--- src/rtl/mp_add_seq.sv ---
// Word-serial multi-precision add/subtract sequencer.
// LSW-first operand stream in, registered sum words out, carry chained across beats.
`timescale 1ns/1ps

module rca #(
  parameter int width = 8
) (
  input  logic [width-1:0] a,
  input  logic [width-1:0] b,
  input  logic             cin,
  output logic [width-1:0] s,
  output logic             cout
);

  logic [width:0] c;

  assign c[0] = cin;

  for (genvar i = 0; i < width; i++) begin : g_fa
    assign s[i]   = a[i] ^ b[i] ^ c[i];
    assign c[i+1] = (a[i] & b[i]) | (c[i] & (a[i] ^ b[i]));
  end

  assign cout = c[width];

endmodule

module mp_add_seq #(
  parameter int WIDTH = 8,
  parameter int CNT_W = 4
) (
  input  logic             clk,
  input  logic             rst_n,
  input  logic             in_valid,
  output logic             in_ready,
  input  logic [WIDTH-1:0] in_a,
  input  logic [WIDTH-1:0] in_b,
  input  logic             in_first,
  input  logic             in_last,
  input  logic             in_sub,
  output logic             out_valid,
  input  logic             out_ready,
  output logic [WIDTH-1:0] out_s,
  output logic [CNT_W-1:0] out_idx,
  output logic             out_last,
  output logic             out_cout,
  output logic             out_ovf,
  output logic             out_err
);

  typedef enum logic {
    IDLE = 1'b0,
    BUSY = 1'b1
  } state_t;

  state_t           state;
  logic             carry_q;
  logic             sub_q;
  logic [CNT_W-1:0] idx_q;

  logic             accept;
  logic             sub_eff;
  logic [WIDTH-1:0] b_eff;
  logic             cin;
  logic [CNT_W-1:0] idx;
  logic [WIDTH-1:0] s;
  logic             cout;
  logic             c_msb;
  logic             err;

  assign in_ready = ~out_valid | out_ready;
  assign accept   = in_valid & in_ready;

  assign sub_eff = in_first ? in_sub : sub_q;
  assign b_eff   = in_b ^ {WIDTH{sub_eff}};
  assign cin     = in_first ? sub_eff : carry_q;
  assign idx     = in_first ? '0 : idx_q;

  rca #(.width(WIDTH)) u_rca (
    .a    (in_a),
    .b    (b_eff),
    .cin  (cin),
    .s    (s),
    .cout (cout)
  );

  // carry into the MSB, for signed overflow
  assign c_msb = in_a[WIDTH-1] ^ b_eff[WIDTH-1] ^ s[WIDTH-1];

  assign err = in_first ? (state == BUSY) : (state == IDLE);

  always_ff @(posedge clk or negedge rst_n) begin
    if (!rst_n) begin
      state     <= IDLE;
      carry_q   <= 1'b0;
      sub_q     <= 1'b0;
      idx_q     <= '0;
      out_valid <= 1'b0;
      out_s     <= '0;
      out_idx   <= '0;
      out_last  <= 1'b0;
      out_cout  <= 1'b0;
      out_ovf   <= 1'b0;
      out_err   <= 1'b0;
    end else if (accept) begin
      out_valid <= 1'b1;
      out_s     <= s;
      out_idx   <= idx;
      out_last  <= in_last;
      out_cout  <= in_last & cout;
      out_ovf   <= in_last & (cout ^ c_msb);
      out_err   <= err;
      carry_q   <= cout;
      idx_q     <= idx + CNT_W'(1);
      if (in_first) sub_q <= in_sub;
      state     <= in_last ? IDLE : BUSY;
    end else if (out_ready) begin
      out_valid <= 1'b0;
    end
  end

endmodule

--- config.mk ---
export PLATFORM = sky130hd
export DESIGN_NAME = mp_add_seq
export DESIGN_NICKNAME = d
export VERILOG_FILES = /design/src/rtl/mp_add_seq.sv
export SDC_FILE = /design/constraint.sdc
export NUM_CORES = 1
export LEC_CHECK = 0
export ABC_AREA = 1
export BUFFER_PORTS_ARGS = -buffer_cell sky130_fd_sc_hd__buf_2
export CAP_MARGIN = 5
export CORE_MARGIN = 2
export CORE_UTILIZATION = 54
export CTS_CLUSTER_SIZE = 25
export DETAILED_ROUTE_END_ITERATION = 10
export GPL_ROUTABILITY_DRIVEN = 0
export PLACE_DENSITY_LB_ADDON = 0.05
export SYNTH_ARGS = -nofsm -noshare
export SYNTH_HDL_FRONTEND = slang
export SYNTH_HIERARCHICAL = 1
export SYNTH_SLANG_ARGS = --single-unit
--- constraint.sdc ---
create_clock -name clk -period 7.9 [get_ports clk]
set_clock_uncertainty 0.05 [all_clocks]
set_input_delay 0.79 -clock clk [delete_from_list [all_inputs] [get_ports clk]]
set_output_delay 0.79 -clock clk [all_outputs]
set_load 0.1 [all_outputs]
==> flow_metrics.tcl <==
set metrics [dict create \
    switchingPower_uw 299 \
    die-area_sq_um 2930 \
    ant_nets 0 \
    syn2layout_area_growth_pct 18.0 \
    cp-end-kind "flop" \
    grt_pass1_wl_um 4240 \
    synth_area_leader_cell "dfrtp_1" \
    grt_pass1_vias 982 \
    vias 1105 \
    ir_drop_v 0.000317 \
    firstDrtPassIters 4 \
    netlist_instances 159 \
    cts_buffers 3 \
    ctsResizeCount 0 \
    clockRootBuffer "clkbuf_4" \
    io_pins 41 \
    ys_ff_latch 24 \
    ys_top_cells_by_area "dfrtp_1 44%, nand2_1 17%, fa_1 12%, inv_1 5.8%, xor2_1 5.2%" \
    wl_per_cell_um 11.3 \
    antenna_cells 0 \
    maxSlewViolCount 0 \
    r2r_end "out_ovf" \
    grt-ovfl-total 0 \
    synth_warnings 6 \
    grt_max_degree 25 \
    syn_area_sq_um 1360 \
    dp_hpwl_um 2130 \
    ff2ff_path_depth 24 \
    nNetsFinal 233 \
    antenna_found_initial 0 \
    p_comb_share_pct 58.5 \
    top_layer "met4" \
    setup_viol 0 \
    arrival_ns 5.13 \
    clock.fmax_mhz 201 \
    drt_iter0_markers 13 \
    die_h_um 54.2 \
    worstMarginPinSlew_ns 0.735 \
    clk_pin_slew_worst_paths_ns 0.12 \
    route.met2.wl_um 1350 \
    die_w_um 54.2 \
    syn-num-nets 191 \
    hold_buffers 0 \
    io_buffers 40 \
    grt_setup_unrepaired "no" \
    relSlewSlack_pct 50.9 \
    status "completed" \
    yosysTopAreaCellShare_pct 44.2 \
    viasPerCell 4.83 \
    ctsHtreeMaxLevel 1 \
    synth.avg_cell_area_sq_um 8.55 \
    cts_setup_buffers 0 \
    coreArea_sq_um 2430 \
    max_cap_viol_count 0 \
    required_ns 8.06 \
    route.met3.wl_um 89 \
    drt-met1-wl_um 1120 \
    min_period_ns 4.97 \
    grtUsageTotal_pct 20.5 \
    clkLatencyLatePin_ns 0.30 \
    num_rows 18 \
    finalCritPeriodShare_pct 63.0 \
    regMostFlops "out_s" \
    cp-start-kind "primary input" \
    tns_ns 0 \
    top_regs "out_s x8, idx_q x4, out_idx x4" \
    clkSinkCount 24 \
    cts_buffer_depth 2 \
    power_density_nw_per_um2 332 \
    path_class "primary input to flop" \
    largest_reg_flops 8 \
    drive_above_1_share_pct 25.1 \
    reg2reg_slack_ns 3.22 \
    clkPwrFrac_pct 9.4 \
    drc 0 \
    p_sw_share_pct 56.3 \
    hold_class "primary input to asynchronous set/reset pin" \
    final_util_pct 65.9 \
    start_util_pct 55.9 \
    synth-seq-area-share_pct 44.2 \
    totalWireLength_um 2590 \
    p_seq_share_pct 32.2 \
    p_int_uw 232 \
    cp_max_fo 9 \
    synth.distinct_cells 21 \
    cts_tree "done" \
    p_leak_uw 0.000934 \
    reg2reg_from "sub_q" \
    hold_viol_final 0 \
]
==> metal layers <==
metal | track usage (%) | vias up
met5 | 0 | -
li1 | - | 561
met4 | 10.0 | 0
met3 | 0.833 | 2
met2 | 33.5 | 29
met1 | 27.7 | 513
==> worst max-delay path by stage <==
stage | startpoint | end | slack (ns)
floorplan | in_sub | out_ovf | 3.10
detailed placement | in_first | out_ovf | 2.57
CTS | in_first | out_ovf | 2.91
finish | in_first | out_ovf | 2.93
global placement | in_first | out_ovf | 2.74
global route | in_first | out_ovf | 2.63
==> area by class of cell <==
| type | instances | area, sq um |
|---|---|---|
| Timing Repair Buffer | 40 | 200 |
| Inverter | 23 | 86.3 |
| Sequential cell | 24 | 601 |
| Multi-Input combinational cell | 109 | 657 |
| Fill cell | 213 | 828 |
| Tap cell | 30 | 37.5 |
| Clock buffer | 3 | 22.5 |
==> cell usage in the layout, fill, tap and decap left out, types with 2 or more instances in the layout <==
cell | Yosys | layout
buf_2 | 3 | 40
inv_2 | 2 | 2
o21ai_0 | 7 | 7
clkbuf_4 | 0 | 3
nand2_4 | 2 | 2
nand2_1 | 60 | 60
nand3_1 | 4 | 4
inv_1 | 21 | 21
nand2_2 | 2 | 2
xor2_1 | 8 | 8
fa_1 | 8 | 8
nor2_1 | 9 | 9
dfrtp_1 | 24 | 24
==> cell families (layout without fill, tap and decap cells) <==
logic type               count (synthesis)  count (layout)  synth area share (%)
flip-flops                              24              24                  44.2
AO/OA/AOI/OAI                           13              13                  5.52
AND/OR/NAND/NOR                         79              79                  25.0
XOR/XNOR                                 8               8                  5.16
adder cells (fa/ha/maj)                  9               9                  12.7
buffers and inverters                   26              66                  7.46
==> synthesized netlist by cell type <==
cell type and count:
o21ai_1 1, nand2_8 1, o21a_1 1, o21ai_0 7, inv_1 21, a22o_1 1, nor3_1 1, nand2_4 2
inv_2 2, o211ai_1 1, dfrtp_1 24, buf_2 3, a31oi_1 1, a21oi_1 1, nor2_1 9, nand2_2 2
nand3_1 4, xor2_1 8, nand2_1 60, fa_1 8, ha_1 1
==> power groups by stage <==
stage	logic [uW]	clock network [uW]	registers (uW)
2_1_floorplan	86.1	0	342
3_3_place_gp	305	0	173
3_5_place_dp	314	0	174
4_1_cts	314	52.3	172
5_1_grt	335	58.7	176
6_report	311	49.9	171
==> through the flow <==
step                      worst slack, ns  total power, uW  cells  area [sq um]  hold WS, ns
after CTS                            2.91              538    229          1600        0.400
after global routing                 2.63              570    229          1600        0.408
after floorplan                      3.10              428    159          1360        0.414
final                                2.93              532    229          1600        0.395
after detailed placement             2.57              488    226          1580        0.417
after global placement               2.74              478    226          1580        0.409
==> worst max-delay path, cell delays in order <==
cell     delay (ns)
buf_2          0.16
inv_2          0.08
nand2_4        0.10
nand2_8        0.09
xor2_1         0.17
fa_1           0.39
inv_1          0.08
fa_1           0.16
inv_1          0.06
fa_1           0.40
fa_1           0.40
fa_1           0.39
fa_1           0.39
fa_1           0.37
inv_1          0.09
fa_1           0.41
inv_1          0.10
inv_1          0.07
nand2_1        0.08
nand2_1        0.06
nand2_1        0.05
nand2_1        0.04
nand2_1        0.05
nand2_1        0.05
nand2_1        0.05
nand2_1        0.04
Power figures use the tool's default switching activity.
